`config.mk`:
```
export PLATFORM = sky130hd
export DESIGN_NAME = pe_sequencer
export DESIGN_NICKNAME = d
export VERILOG_FILES = /design/src/rtl/pe_sequencer_pkg.sv /design/src/rtl/pe_sequencer.sv
export SDC_FILE = /design/constraint.sdc
export NUM_CORES = 1
export LEC_CHECK = 0
export BUFFER_PORTS_ARGS = -buffer_cell sky130_fd_sc_hd__buf_2
export CORE_ASPECT_RATIO = 0.8
export CORE_MARGIN = 5
export CORE_UTILIZATION = 35
export CTS_CLUSTER_SIZE = 14
export DETAILED_ROUTE_END_ITERATION = 16
export PLACE_DENSITY = 0.52
export SLEW_MARGIN = 10
export SYNTH_ARGS = -nofsm -noshare
export SYNTH_HDL_FRONTEND = slang
export SYNTH_SLANG_ARGS = --single-unit
```
`constraint.sdc`:
```
create_clock -name clk -period 5.5 [get_ports clk]
set_clock_uncertainty 0.2 [all_clocks]
set_input_delay 0.275 -clock clk [delete_from_list [all_inputs] [get_ports clk]]
set_output_delay 0.275 -clock clk [all_outputs]
set_load 0.005 [all_outputs]
```
`src/rtl/pe_sequencer_pkg.sv`:
```
// Shared PE control encodings and sequencer state codes.
package pe_sequencer_pkg;

   localparam int PE_CTRL_W = 3;

   // bit0 selects input_psum, bit1 clears the accumulator
   localparam logic [PE_CTRL_W-1:0] CTRL_MAC  = 3'b000;
   localparam logic [PE_CTRL_W-1:0] CTRL_CLR  = 3'b010;
   localparam logic [PE_CTRL_W-1:0] CTRL_PSUM = 3'b001;

   localparam int ST_W = 3;
   localparam logic [ST_W-1:0] ST_IDLE = 3'd0;
   localparam logic [ST_W-1:0] ST_LOAD = 3'd1;
   localparam logic [ST_W-1:0] ST_PSUM = 3'd2;
   localparam logic [ST_W-1:0] ST_OUT  = 3'd3;
   localparam logic [ST_W-1:0] ST_FIN  = 3'd4;

endpackage

```
`src/rtl/pe_sequencer.sv`:
```
// Drives one MAC PE through filter_size taps per output, optional vertical psum fold, and
// a valid/ready result handshake; PE controls are decoded combinationally from the FSM.
module pe_sequencer
   import pe_sequencer_pkg::*;
#(
   parameter int FS_W = 4,
   parameter int OC_W = 8
) (
   input  logic                 clk,
   input  logic                 rstb,
   input  logic                 start,
   input  logic [FS_W-1:0]      filter_size,
   input  logic [OC_W-1:0]      num_outputs,
   input  logic                 use_psum_in,
   output logic                 busy,
   output logic                 done,
   input  logic                 data_valid,
   output logic                 data_ready,
   output logic                 pe_enable,
   output logic [PE_CTRL_W-1:0] pe_control,
   input  logic                 psum_in_valid,
   output logic                 psum_in_ready,
   output logic                 psum_out_valid,
   input  logic                 psum_out_ready
);

   localparam logic [FS_W-1:0] FS_ONE = 1;
   localparam logic [OC_W-1:0] OC_ONE = 1;

   logic [ST_W-1:0] state_q, state_d;
   logic [FS_W-1:0] tap_cnt_q, tap_cnt_d;
   logic [FS_W-1:0] fs_q, fs_d;
   logic [OC_W-1:0] out_cnt_q, out_cnt_d;
   logic [OC_W-1:0] no_q, no_d;
   logic            use_psum_q, use_psum_d;
   logic            last_tap, last_out;

   // Limits come from the latched config so mid-run input changes have no effect
   assign last_tap = (tap_cnt_q == fs_q - FS_ONE);
   assign last_out = (out_cnt_q == no_q - OC_ONE);

   always_comb begin
      state_d        = state_q;
      tap_cnt_d      = tap_cnt_q;
      out_cnt_d      = out_cnt_q;
      fs_d           = fs_q;
      no_d           = no_q;
      use_psum_d     = use_psum_q;
      pe_enable      = 1'b0;
      pe_control     = CTRL_MAC;
      data_ready     = 1'b0;
      psum_out_valid = 1'b0;
      psum_in_ready  = 1'b0;
      done           = 1'b0;
      busy           = (state_q != ST_IDLE);

      case (state_q)
         ST_IDLE: begin
            if (start) begin
               if ((filter_size != '0) && (num_outputs != '0)) begin
                  fs_d       = filter_size;
                  no_d       = num_outputs;
                  use_psum_d = use_psum_in;
                  tap_cnt_d  = '0;
                  out_cnt_d  = '0;
                  state_d    = ST_LOAD;
               end else begin
                  state_d = ST_FIN;
               end
            end
         end
         ST_LOAD: begin
            data_ready = 1'b1;
            if (data_valid) begin
               pe_enable  = 1'b1;
               pe_control = (tap_cnt_q == '0) ? CTRL_CLR : CTRL_MAC;
               if (last_tap) begin
                  tap_cnt_d = '0;
                  state_d   = use_psum_q ? ST_PSUM : ST_OUT;
               end else begin
                  tap_cnt_d = tap_cnt_q + FS_ONE;
               end
            end
         end
         ST_PSUM: begin
            if (psum_in_valid) begin
               pe_enable  = 1'b1;
               pe_control = CTRL_PSUM;
               state_d    = ST_OUT;
            end
         end
         ST_OUT: begin
            psum_out_valid = 1'b1;
            // Vertical psum is released only together with the finished result
            psum_in_ready  = use_psum_q & psum_out_ready;
            if (psum_out_ready) begin
               if (last_out) begin
                  state_d = ST_FIN;
               end else begin
                  out_cnt_d = out_cnt_q + OC_ONE;
                  state_d   = ST_LOAD;
               end
            end
         end
         ST_FIN: begin
            done    = 1'b1;
            state_d = ST_IDLE;
         end
         default: state_d = ST_IDLE;
      endcase
   end

   always_ff @(posedge clk or negedge rstb) begin
      if (!rstb) begin
         state_q    <= ST_IDLE;
         tap_cnt_q  <= '0;
         out_cnt_q  <= '0;
         fs_q       <= '0;
         no_q       <= '0;
         use_psum_q <= 1'b0;
      end else begin
         state_q    <= state_d;
         tap_cnt_q  <= tap_cnt_d;
         out_cnt_q  <= out_cnt_d;
         fs_q       <= fs_d;
         no_q       <= no_d;
         use_psum_q <= use_psum_d;
      end
   end

endmodule

```
-- Word-level counts from Yosys, hierarchy flattened
Cells that the tools add are included.
- add/sub/neg operators: 4
- multiply operators: 0
- divide/modulo/power cells: 0
- magnitude comparators: 0
- eq/ne operators: 13
- shift-type cells: 0
- muxes and demuxes: 30
- bitwise operators: 1
- reductions and logical operators: 12
- operators by type and width (cell ; number):
    $mux 8 ; 4
    $mux 3 ; 7
    $mux 4 ; 4
    $pmux 8 s2 ; 1
    $ne 2x2->1 const B ; 7
    $pmux 3 s4 ; 1
    $reduce_and 5->1 ; 2
    $add 8x1->8 const B ; 1
    $eq 8x8->1 ; 1
    $mux 1 ; 8
    $pmux 4 s2 ; 1
    $reduce_bool 8->1 ; 1
    $sub 8x1->8 const B ; 1
    $eq 3x2->1 const B ; 2
    $add 4x1->4 const B ; 1
    $eq 4x4->1 ; 1
    $logic_not 4->1 ; 1
    $mux 2 ; 2
    $pmux 2 s2 ; 1
    $reduce_and 4->1 ; 1
    $reduce_bool 2->1 ; 2
    $reduce_bool 4->1 ; 1
    $sub 4x1->4 const B ; 1
    $eq 3x1->1 const B ; 1
    other kinds (7) ; 7
- bits in registers: 28
- latch bits: 0
- RAM bits: 0
- bits in read-only memories: 0
- output and inout port bits: 9
- memories kept: 0

-- Longest topological paths before layout
Gate-level depths: netlist of the first run.
- depth in word-level cells: 5
- mapped depth: 8
- gate-level depth less buffers: 8

-- Least setup slack after synthesis of the first run
No wires, ideal clock.
- path kind: register to register
- start point: register no_q[0]
- end point: register state_q[0]
- arrival: 1.949 ns
- path slack: 3.211 ns
- cell stages (with the launch flop): 9
- cell sequence: dfrtp_1 inv_1 ha_1 or3b_1 a211oi_2 nand4b_1 a211oi_4 a21o_2 o311ai_2
- longest elaborated chain between the ends: 5
- ends and longest elaborated chain (element ; RTL line ; source):
    from (decl) ; pe_sequencer.sv:34 ; logic [OC_W-1:0] no_q, no_d;
    from (signal assigned) ; pe_sequencer.sv:126 ; no_q <= no_d;
    $sub 8x1->8 ; pe_sequencer.sv:40 ; assign last_out = (out_cnt_q == no_q - OC_ONE);
    $eq 8x8->1 ; pe_sequencer.sv:40 ;
    $mux 3 ; pe_sequencer.sv:97 ; if (last_out) begin
    $mux 3 ; pe_sequencer.sv:96 ; if (psum_out_ready) begin
    $pmux 3 s4 ; pe_sequencer.sv:57 ; case (state_q)
    to (signal assigned) ; pe_sequencer.sv:122 ; state_q <= state_d;
    to (decl) ; pe_sequencer.sv:30 ; logic [ST_W-1:0] state_q, state_d;
No other way between the ends. The select of a mux whose other input is x is not followed.
A chain may end at the register's enable or synchronous reset.

-- Worst setup path after layout of the first run
- start point: register state_q[0]
- end point: register no_q[6]
- longest elaborated chain between the ends: 2
- ends and longest elaborated chain (element ; RTL line):
    $logic_not 3->1 ; pe_sequencer.sv:57
    $reduce_and 3->1 (no line) ; -
No other way between the ends.

==> flow_metrics.env, run 1 <==
export IMPL_status="complete, no violations"
export IMPL_place_area_sq_mm=0.00204
export IMPL_syn_nets=215
export IMPL_grt_pass1_vias=1351
export IMPL_drc=0
export IMPL_die_y_um=75.4
export IMPL_clk_latency_ns=0.27
export IMPL_diodes=0
export IMPL_dr_pass1_iters=4
export IMPL_grt_max_degree=29
export IMPL_postCtsHoldBufs=1
export IMPL_num_vias=1461
export IMPL_p_int_mw=0.407
export IMPL_worst_slack_ns=2.92
export IMPL_grt_pass1_wl_um=6630
export IMPL_cts_resized=0
export IMPL_cap_violations=0
export IMPL_p_leak_nw=0.987
export IMPL_drtAntennaViolNets=0
export IMPL_worst_setup_path_start_kind="flip-flop"
export IMPL_endpoint_kind="flip-flop"
export IMPL_area_growth_synth_to_final_pct=13.6
export IMPL_num_rows=23
export IMPL_hold_path_class="primary input to flip-flop"
export IMPL_slew_viol_final=0
export IMPL_seqPwrFrac_pct=47.1
export IMPL_grt_overflow=0
export IMPL_syn_avg_cell_area_sq_um=9.79
export IMPL_nets=240
export IMPL_place_congestion=0.695
export IMPL_routed_via_density=5.27
export IMPL_worstMarginPinSlew_ns=0.995
export IMPL_fp_dieArea_sq_mm=0.00691
export IMPL_postCtsSetupRepairBufs=0
export IMPL_pwr_share_comb_pct=25.5
export IMPL_criticalPathCategory="flip-flop to flip-flop"
export IMPL_synth_edf_count=0
export IMPL_cp_num_buf_inv=0
export IMPL_async_reset_ff_share_pct=100
export IMPL_finalPower_mw=0.594
export IMPL_portBuffers=26
export IMPL_cts_sinks=28
export IMPL_core_area_sq_mm=0.00509
export IMPL_wl_um=3940
export IMPL_clockPowerShare_pct=27.4
export IMPL_arrival_ns=2.54
export IMPL_htree_num_levels=1
export IMPL_dp_slack_ns=2.84
export IMPL_synthDistinctLibCells=48
export IMPL_drive_gt1_share_pct=25.6
export IMPL_cp_top_family="simple AND/OR/NAND/NOR gates"
export IMPL_syn_area_sq_mm=0.00187
export IMPL_finalSetupViolations=0
export IMPL_synth_cells=191
export IMPL_cp_cell_sequence="nor3_1 > nand3_1 > mux2_2"
export IMPL_rsz0062_at_grt="no"
export IMPL_vdd_drop_max_uv=144
export IMPL_maxSlewHeadroom_pct=33.5
export IMPL_power_density_mw_per_mm2=280
export IMPL_ys_seq_area_share_pct=37.5
export IMPL_post_route_period_util_pct=46.8
export IMPL_whs_ns=0.0374
export IMPL_detail_route_wl_per_cell_um=14.2
export IMPL_period_needed_ns=2.58
export IMPL_fmaxAchievable_mhz=388
export IMPL_die_w_um=91.7
export IMPL_fin_setup_tns_ns=0
export IMPL_initialDrtViolationCount=129
export IMPL_num_io_pins=28
export IMPL_max_stage_delay_ns=0.78
export IMPL_design_area_sq_mm=0.00212
export IMPL_critPathMaxFanout=25
export IMPL_sw_frac_of_total_pct=31.4
export IMPL_grt_total_usage_pct=12.0
export IMPL_required_ns=5.46
export IMPL_ys_warn_count=0
export IMPL_start_util_pct=36.7
export IMPL_ys_flop_type="dfrtp_1"
export IMPL_hpwl_um=3090
export IMPL_slowest_stage="nand3_1"
export IMPL_hold_viol_final=0
export IMPL_path_clk_slew_ns=0.10
export IMPL_power_net_switching_mw=0.186
export IMPL_cts_buffer_depth=2
export IMPL_fillers=507
export IMPL_root_buffer="clkbuf_8"
export IMPL_ys_ff_latch=28
export IMPL_numCtsBuffers=3
export IMPL_antenna_found_initial=0
export IMPL_tritoncts="yes"
-- cell families after synthesis --
group	synth area share [%]
other	0.201
buffers and inverters	4.28
xor gates and xnor gates	6.56
and+or+nand+nor	21.8
muxes	12.7
DFF	37.5
AOI/OAI and AO/OA	13.7
adders and majority gates	3.35
-- worst paths after layout --
kind | from | to | slack, ns | depth (start not counted)
max | state_q[0]$_DFFE_PN0P_ | no_q[6]$_DFFE_PN0P_ | 2.92 | 3
min | num_outputs[5] | no_q[5]$_DFFE_PN0P_ | 0.04 | 2
max reg2reg | state_q[0]$_DFFE_PN0P_ | no_q[6]$_DFFE_PN0P_ | 2.92 | 3
min reg2reg | fs_q[3]$_DFFE_PN0P_ | fs_q[3]$_DFFE_PN0P_ | 0.34 | 1
max in group asynchronous | rstb | out_cnt_q[5]$_DFFE_PN0P_ | 4.32 | 2
min in group asynchronous | rstb | tap_cnt_q[1]$_DFFE_PN0P_ | 0.36 | 2
-- routing by layer --
layer  global-route usage (%)  wire, um  vias up
li1                         -         -      733
met2                     17.5      1610       28
met3                     2.07       183        2
met4                     1.98        19        0
met1                     18.9      2130      698
met5                        0         0        -
-- per-stage QoR --
step	util, %	cells
global route	41.7	277
finish	41.7	277
floorplan	-	191
detailed placement	40.1	272
global placement	40.1	272
CTS	41.7	277
-- cells in the final DEF (no fill, tap or decap), types with 2 or more instances in the layout --
| cell | count |
|---|---|
| and2_1 | 3 |
| or3b_1 | 2 |
| nor2b_1 | 4 |
| buf_2 | 26 |
| dfrtp_1 | 28 |
| a21oi_1 | 10 |
| nor3_1 | 5 |
| nand4b_1 | 2 |
| xnor2_1 | 12 |
| nand2_1 | 13 |
| mux2i_1 | 9 |
| inv_1 | 12 |
| a21o_1 | 2 |
| o21ai_0 | 4 |
| mux2_2 | 13 |
| nand4_1 | 4 |
| clkbuf_8 | 3 |
| or3_1 | 2 |
| ha_1 | 5 |
| nand3_1 | 4 |
| and3_1 | 6 |
| a211oi_2 | 2 |
| or4_1 | 3 |
| xor2_1 | 2 |
| nor2_1 | 9 |
| nand2b_1 | 6 |
| a31oi_1 | 2 |
-- cell type report --
cell class / count / area, sq um / share of cell area [%]
clock inverters: 1 / 30.0 / 1.41
multi-input cells: 144 / 1090 / 51.3
clock buffers: 3 / 41.3 / 1.94
well taps: 62 / 77.6 / 3.65
repair buffers: 27 / 140 / 6.60
flip-flops and latches: 28 / 701 / 33.0
inverters: 12 / 45.0 / 2.12
-- worst register-to-register path: stages (launching register included) --
cell and delay [ns]:
dfrtp_1 0.52, nor3_1 0.40, nand3_1 0.78, mux2_2 0.57
-- power groups by stage --
| stage | sequential, mW | combinational, mW | clock [mW] |
|---|---|---|---|
| final | 0.280 | 0.152 | 0.162 |
| after global routing | 0.286 | 0.173 | 0.179 |
| after CTS | 0.280 | 0.154 | 0.169 |
| after detailed placement | 0.284 | 0.152 | 0 |
| after global placement | 0.283 | 0.151 | 0 |
| after floorplan | 0.270 | 0.121 | 0 |
-- registers in the layout, indices dropped and copies added (netlist names) --
name / cells
no_q: 8
out_cnt_q: 8
fs_q: 4
tap_cnt_q: 4
state_q: 3
use_psum_q: 1
-- cells in the mapped netlist (3+ instances only) --
cell type | instances | area [sq um]
a21oi_1 | 10 | 50.1
and2_1 | 3 | 18.8
and3_1 | 6 | 37.5
buf_2 | 4 | 20.0
dfrtp_1 | 28 | 701
ha_1 | 5 | 62.6
inv_1 | 12 | 45.0
mux2_2 | 13 | 146
mux2i_1 | 9 | 90.1
nand2_1 | 13 | 48.8
nand2b_1 | 6 | 37.5
nand3_1 | 4 | 20.0
nand4_1 | 4 | 25.0
nor2_1 | 9 | 33.8
nor2b_1 | 4 | 25.0
nor3_1 | 5 | 25.0
o21ai_0 | 4 | 20.0
or4_1 | 3 | 22.5
xnor2_1 | 12 | 105
Power figures use the tool's default switching activity.
==> run 2: changes to the inputs <==
--- a/config.mk
+++ b/config.mk
@@ -5,6 +5,7 @@
 export SDC_FILE = /design/constraint.sdc
 export NUM_CORES = 1
 export LEC_CHECK = 0
+export ABC_AREA = 1
 export BUFFER_PORTS_ARGS = -buffer_cell sky130_fd_sc_hd__buf_2
 export CORE_ASPECT_RATIO = 0.8
 export CORE_MARGIN = 5
==> constraint.sdc (replaced) <==
create_clock -name clk -period 2.5 [get_ports clk]
set_clock_uncertainty 0.2 [all_clocks]
set_input_delay 0.125 -clock clk [delete_from_list [all_inputs] [get_ports clk]]
set_output_delay 0.125 -clock clk [all_outputs]
set_load 0.005 [all_outputs]
==> run 2 against run 1 <==
Via count is 20% higher. Sequential share of layout area down 3.7 points. Sequential power grew to 2.8 times the previous value. Non-clock buffer count is 17 higher. Power grew to 4.0 times the previous value. Synthesized area grew 4.6%. Cell area is 13% higher. Worst hold slack improved by 0.019 ns. First-iteration DRC count down 36%. Cell count increased by 40%. Core utilization increased by 2.3 points. Clock-buffer cell count is 1 higher. Largest power group is now combinational logic.
==> flow_metrics.env, run 2 <==
export IMPL_status="complete, no violations"
export IMPL_hpwl_um=3500
export IMPL_diodes=0
export IMPL_portBuffers=26
export IMPL_cts_buffer_depth=2
export IMPL_p_int_mw=1.26
export IMPL_reg2reg_depth=11
export IMPL_yosys_area_top_type="dfrtp_1"
export IMPL_final_cell_mix="77 x nand2_1, 28 x inv_1, 28 x dfrtp_1"
export IMPL_p_leak_nw=1.17
export IMPL_detail_route_wl_per_cell_um=11.9
export IMPL_reg_top3="no_q (8), out_cnt_q (8)"
export IMPL_crit_top_cell="nor2_1"
export IMPL_worstReg2RegEnd="out_cnt_q[6]$_DFFE_PN0P_"
export IMPL_sw_frac_of_total_pct=47.0
export IMPL_pwr_share_comb_pct=55.2
export IMPL_whs_ns=0.0559
export IMPL_die_y_um=76.8
export IMPL_endpoint_kind="flip-flop"
export IMPL_criticalPathCategory="primary input to flip-flop"
export IMPL_synth_commonest_cells="77 x nand2_1, 28 x dfrtp_1, 28 x inv_1, 26 x nor2_1, 19 x nand3_1"
export IMPL_design_area_sq_mm=0.00239
export IMPL_cp_num_cells=9
export IMPL_initialDrtViolationCount=82
export IMPL_ys_flop_type="dfrtp_1"
export IMPL_routed_via_density=4.50
export IMPL_r2r_slack_ns=0.48
export IMPL_area_growth_synth_to_final_pct=22.3
export IMPL_ys_warn_count=0
export IMPL_syn_nets=289
export IMPL_vdd_drop_max_uv=573
export IMPL_busiest_layer="met1"
export IMPL_period_needed_ns=2.03
export IMPL_synth_cells=265
export IMPL_maxSlewHeadroom_pct=56.7
export IMPL_grt_pass1_vias=1664
export IMPL_root_buffer="clkbuf_8"
export IMPL_max_stage_delay_ns=0.52
export IMPL_drive_gt1_share_pct=18.7
export IMPL_slew_viol_final=0
export IMPL_grt_overflow=0
export IMPL_grt_use_met1_pct=21.9
export IMPL_worstMarginPinSlew_ns=0.650
export IMPL_power_density_mw_per_mm2=994
export IMPL_power_net_switching_mw=1.12
export IMPL_place_congestion=0.808
export IMPL_tritoncts="yes"
export IMPL_worstReg2RegStart="no_q[0]$_DFFE_PN0P_"
export IMPL_synth_top_cell_area_share_pct=35.9
export IMPL_critPathLaunch="num_outputs[3]"
export IMPL_cp_endpoint="no_q[5]$_DFFE_PN0P_"
export IMPL_finalSetupViolations=0
export IMPL_clk_latency_ns=0.28
export IMPL_path_clk_slew_ns=0.10
export IMPL_ys_ff_latch=28
export IMPL_cp_cell_sequence="dlygate4sd3_1 > buf_2 > nor2_1 > nand2_1 > nor2_1 > nor2_1 > nand2_1 > nor2_2 > mux2_2"
export IMPL_grt_max_degree=29
export IMPL_dr_pass1_iters=4
export IMPL_rsz0062_at_grt="no"
export IMPL_ys_seq_area_share_pct=35.9
export IMPL_cts_sinks=28
export IMPL_syn_avg_cell_area_sq_um=7.37
export IMPL_htree_num_levels=1
export IMPL_cp_top_family="simple AND/OR/NAND/NOR gates"
export IMPL_grt_total_usage_pct=13.3
export IMPL_synthTopCellsByArea="dfrtp_1 36%, nand2_1 15%, inv_1 5.4%"
export IMPL_drc=0
export IMPL_syn_area_sq_mm=0.00195
export IMPL_numCtsBuffers=3
export IMPL_nets=335
export IMPL_grtUsageMet3_pct=2.64
export IMPL_num_rows=24
export IMPL_synth_edf_count=0
export IMPL_die_w_um=93.5
export IMPL_wl_um=4600
export IMPL_async_reset_ff_share_pct=100
export IMPL_core_area_sq_mm=0.00544
export IMPL_slowest_stage="dlygate4sd3_1"
export IMPL_synthDistinctLibCells=33
export IMPL_layout_commonest_cell="nand2_1"
export IMPL_num_io_pins=28
export IMPL_post_route_period_util_pct=81.1
export IMPL_seqPwrFrac_pct=32.6
export IMPL_critPathMaxFanout=14
export IMPL_fin_setup_tns_ns=0
export IMPL_start_util_pct=36.0
export IMPL_final_util_pct=44.0
export IMPL_cp_num_buf_inv=2
export IMPL_yosysMostFrequentCell="nand2_1"
export IMPL_fmaxAchievable_mhz=494
export IMPL_antenna_found_initial=0
export IMPL_place_area_sq_mm=0.00218
export IMPL_cap_violations=0
export IMPL_use_met2_pct=18.3
export IMPL_grt_pass1_wl_um=7820
export IMPL_arrival_ns=2.00
export IMPL_hold_viol_final=0
export IMPL_clockPowerShare_pct=12.2
export IMPL_required_ns=2.47
export IMPL_fp_dieArea_sq_mm=0.00719
export IMPL_finalPower_mw=2.37
export IMPL_hold_path_class="primary input to flip-flop"
export IMPL_worst_setup_path_start_kind="primary input"
export IMPL_drtAntennaViolNets=0
export IMPL_num_vias=1746
[run 2: cell count changes after synthesis, moves of 10 or more]
cell and change:
nand2_1 +64, mux2_2 -10, inv_1 +16, nor2_1 +17, nand3_1 +15, o21ai_0 +13
[run 2: how the worst min path moves through the flow]
| stage | startpoint | endpoint | slack (ns) | depth (start not counted) |
|---|---|---|---|---|
| 6_report | psum_out_ready | state_q[1]$_DFFE_PN0P_ | 0.06 | 4 |
| 5_1_grt | psum_out_ready | state_q[1]$_DFFE_PN0P_ | 0.06 | 4 |
| 4_1_cts | psum_out_ready | state_q[1]$_DFFE_PN0P_ | 0.05 | 4 |
| 3_5_place_dp | rstb | use_psum_q$_DFFE_PN0P_ | 0.02 | 1 |
| 3_3_place_gp | rstb | use_psum_q$_DFFE_PN0P_ | 0.001 | 1 |
| 2_1_floorplan | rstb | fs_q[0]$_DFFE_PN0P_ | -0.37 | 0 |
[run 2: per-layer routing]
| layer | share of wire, % | vias up |
|---|---|---|
| met5 | 0 | - |
| met4 | 0.39 | 0 |
| met3 | 3.3 | 2 |
| met2 | 39 | 25 |
| met1 | 58 | 775 |
| li1 | - | 944 |
[run 2: cell families after synthesis]
| logic type | Yosys count | synth area share (%) |
|---|---|---|
| AND/OR/NAND/NOR | 150 | 37.5 |
| buffers and inverters | 38 | 7.87 |
| flip-flops | 28 | 35.9 |
| AO/OA/AOI/OAI | 26 | 7.36 |
| XOR/XNOR | 14 | 6.27 |
| adder cells (fa/ha/maj) | 5 | 3.20 |
| multiplexers | 3 | 1.73 |
| other | 1 | 0.192 |
[run 2: power by group through the flow]
stage	Clock [mW]	Sequential, mW	Combinational, mW
floorplan	0	0.737	1.03
global route	0.317	0.801	1.50
global placement	0	0.784	1.29
CTS	0.300	0.775	1.33
detailed placement	0	0.783	1.30
finish	0.289	0.774	1.31
[run 2: worst reg2reg max path: stages, from the launching register on]
cell and delay (ns):
dfrtp_1 0.42, inv_2 0.08, ha_1 0.30, xor2_1 0.15
nand3_1 0.08, nor2_1 0.11, nand2_1 0.09, nor2_4 0.11
nand3_4 0.15, nand3_4 0.15, nand2_1 0.07, nand2_1 0.06
[run 2: through the flow]
stage                     setup slack [ns]  instances
after global routing                 0.283        388
after floorplan                      0.679        265
after CTS                            0.434        388
after detailed placement             0.495        369
after global placement               0.534        369
final                                0.474        388
[run 2: area by class of cell]
class	instances	area [sq um]
timing repair buffer	44	303
multi-input combinational	199	1100
clock buffer	4	55.1
fill	579	3050
tap	78	97.6
inverter	35	134
sequential	28	701
[run 2: repair_timing]
| action | CTS | global route |
|---|---|---|
| hold buffers | 15 | 0 |
| endpoints found under the setup margin | 0 | 0 |
| gates resized for setup | 0 | 0 |
| hold endpoints to repair | 42 | 0 |
| buffers inserted | 0 | 0 |
==> run 3: changes to the inputs <==
--- a/config.mk
+++ b/config.mk
@@ -12,7 +12,7 @@
 export CORE_UTILIZATION = 35
 export CTS_CLUSTER_SIZE = 14
 export DETAILED_ROUTE_END_ITERATION = 16
-export PLACE_DENSITY = 0.52
+export PLACE_DENSITY = 0.54
 export SLEW_MARGIN = 10
 export SYNTH_ARGS = -nofsm -noshare
 export SYNTH_HDL_FRONTEND = slang
==> constraint.sdc (replaced) <==
create_clock -name clk -period 1.7 [get_ports clk]
set_clock_uncertainty 0.2 [all_clocks]
set_input_delay 0.085 -clock clk [delete_from_list [all_inputs] [get_ports clk]]
set_output_delay 0.085 -clock clk [all_outputs]
set_load 0.005 [all_outputs]
==> run 3 against run 2 <==
The flow now finishes with violations (setup timing). Clock power up 87%. Cell count up 17%. Critical path type is now flip-flop to flip-flop. Combinational power grew to 2.8 times the previous value. Global-route usage is 2.7 points higher. Setup slack got worse by 0.72 ns.
==> flow_metrics.env, run 3 (synthesized netlist as in run 2, its figures left out) <==
export IMPL_status="finished with violations"
export IMPL_violations="setup timing"
export IMPL_place_area_sq_mm=0.00252
export IMPL_layout_commonest_cell="nand2_1"
export IMPL_clk_latency_ns=0.28
export IMPL_reg2reg_depth=11
export IMPL_numCtsBuffers=3
export IMPL_required_ns=1.68
export IMPL_path_clk_slew_ns=0.10
export IMPL_num_io_pins=28
export IMPL_grt_max_degree=29
export IMPL_core_area_sq_mm=0.00544
export IMPL_antenna_found_initial=0
export IMPL_design_area_sq_mm=0.00322
export IMPL_tritoncts="yes"
export IMPL_dp_slack_ns=-0.296
export IMPL_diodes=0
export IMPL_num_rows=24
export IMPL_start_util_pct=36.0
export IMPL_final_util_pct=59.2
export IMPL_nets=401
export IMPL_die_w_um=93.5
export IMPL_place_congestion=0.780
export IMPL_wl_um=5710
export IMPL_criticalPathCategory="flip-flop to flip-flop"
export IMPL_initialDrtViolationCount=81
export IMPL_portBuffers=26
export IMPL_fmaxAchievable_mhz=515
export IMPL_worstMarginPinSlew_ns=0.679
export IMPL_power_density_mw_per_mm2=1640
export IMPL_layout_cells_non_filler=454
export IMPL_worst_slack_ns=-0.243
export IMPL_grt_total_usage_pct=16.0
export IMPL_num_vias=2081
export IMPL_fillers=483
export IMPL_post_route_period_util_pct=114
export IMPL_grt_overflow=0
export IMPL_finalSetupViolations=25
export IMPL_cts_buffer_depth=2
export IMPL_drtAntennaViolNets=0
export IMPL_fp_dieArea_sq_mm=0.00719
export IMPL_slew_viol_final=0
export IMPL_hold_path_class="primary input to flip-flop"
export IMPL_dr_pass1_iters=4
export IMPL_cts_sinks=28
export IMPL_critPathMaxFanout=8
export IMPL_routed_via_density=4.58
export IMPL_dpl_cell_count=409
export IMPL_maxSlewHeadroom_pct=54.8
export IMPL_root_buffer="clkbuf_8"
export IMPL_drc=0
export IMPL_p_leak_nw=1.56
export IMPL_hpwl_um=3680
export IMPL_endpoint_kind="flip-flop"
export IMPL_grt_pass1_wl_um=9340
export IMPL_worst_setup_path_start_kind="flip-flop"
export IMPL_final_cell_mix="64 x nand2_1, 45 x buf_4, 27 x dfrtp_1"
export IMPL_hold_viol_final=0
export IMPL_area_growth_synth_to_final_pct=64.7
export IMPL_fin_setup_tns_ns=-3.22
export IMPL_whs_path_depth=5
export IMPL_drive_gt1_share_pct=42.8
export IMPL_reg_top3="no_q (8), out_cnt_q (8)"
export IMPL_period_needed_ns=1.94
export IMPL_die_y_um=76.8
export IMPL_vdd_drop_max_uv=884
export IMPL_rsz0062_at_grt="yes"
export IMPL_grt_pass1_vias=2040
export IMPL_htree_num_levels=1
export IMPL_cap_violations=0
export IMPL_arrival_ns=1.92
export IMPL_detail_route_wl_per_cell_um=12.6
-- run 3: cell types whose count changed in the layout (fill, tap and decap cells not counted), moves of 4 or more --
cell     delta
nand2_1    -13
o21ai_0    -10
buf_6      +24
inv_1       -6
inv_2       +4
nand2_2    +10
o21ai_2     +7
buf_4      +42
nor2_4      +4
-- run 3: metal layers --
| metal | wire length (um) | GRT usage (%) | vias to the layer above | share of wire [%] |
|---|---|---|---|---|
| met1 | 2920 | 23.7 | 955 | 51 |
| met3 | 253 | 3.33 | 8 | 4.4 |
| li1 | - | - | 1076 | - |
| met5 | 0 | 0 | - | 0 |
| met2 | 2480 | 23.9 | 42 | 43 |
| met4 | 64 | 3.75 | 0 | 1.1 |
-- run 3: power breakdown --
part           internal [mW]  switching, mW  total, mW
Combinational           1.83           1.79       3.62
Sequential             0.893          0.235       1.13
Clock                  0.316          0.223      0.539
Total                   3.03           2.25       5.28
-- run 3: final cells by class --
class                           count  area (sq um)  share of cell area (%)
Clock inverter                      1          30.0                   0.933
Multi-Input combinational cell    202          1330                    41.2
Clock buffer                        3          41.3                    1.28
Sequential cell                    28           702                    21.8
Inverter                           35           139                    4.31
Timing Repair Buffer              107           883                    27.4
Tap cell                           78          97.6                    3.03
-- run 3: per-stage QoR --
step,hold slack (ns),power (mW)
after floorplan,-0.411,2.64
after global placement,-0.0425,3.55
after detailed placement,-0.0377,3.57
after CTS,0.0581,4.66
after global routing,0.0996,5.70
final,0.0863,5.28
-- run 3: repair_timing --
item,in CTS,in global routing
endpoints found under the setup margin,34,36
hold endpoints to repair,41,0
gates cloned,2,1
pin swaps,16,18
gates resized for setup,34,51
hold buffers,14,0
buffers inserted,18,8
-- run 3: final timing paths --
kind | startpoint | endpoint | slack [ns]
min reg2reg | fs_q[3]$_DFFE_PN0P_ | fs_q[3]$_DFFE_PN0P_ | 0.36
max in group asynchronous | rstb | no_q[4]$_DFFE_PN0P_ | 0.66
min in group asynchronous | rstb | state_q[0]$_DFFE_PN0P_ | 0.17
max reg2reg | no_q[0]$_DFFE_PN0P_ | out_cnt_q[5]$_DFFE_PN0P_ | -0.24
max | no_q[0]$_DFFE_PN0P_ | out_cnt_q[5]$_DFFE_PN0P_ | -0.24
min | psum_in_valid | state_q[2]$_DFFE_PN0P_ | 0.09
-- run 3: critical path, stage by stage, from the launching register on --
cell     delay [ns]
dfrtp_1        0.41
inv_2          0.08
ha_4           0.14
nand3_2        0.09
inv_2          0.07
nand3_1        0.11
a21oi_2        0.20
nor2_4         0.08
nand3_4        0.13
nand3_4        0.15
nand2_1        0.12
nand2_1        0.06
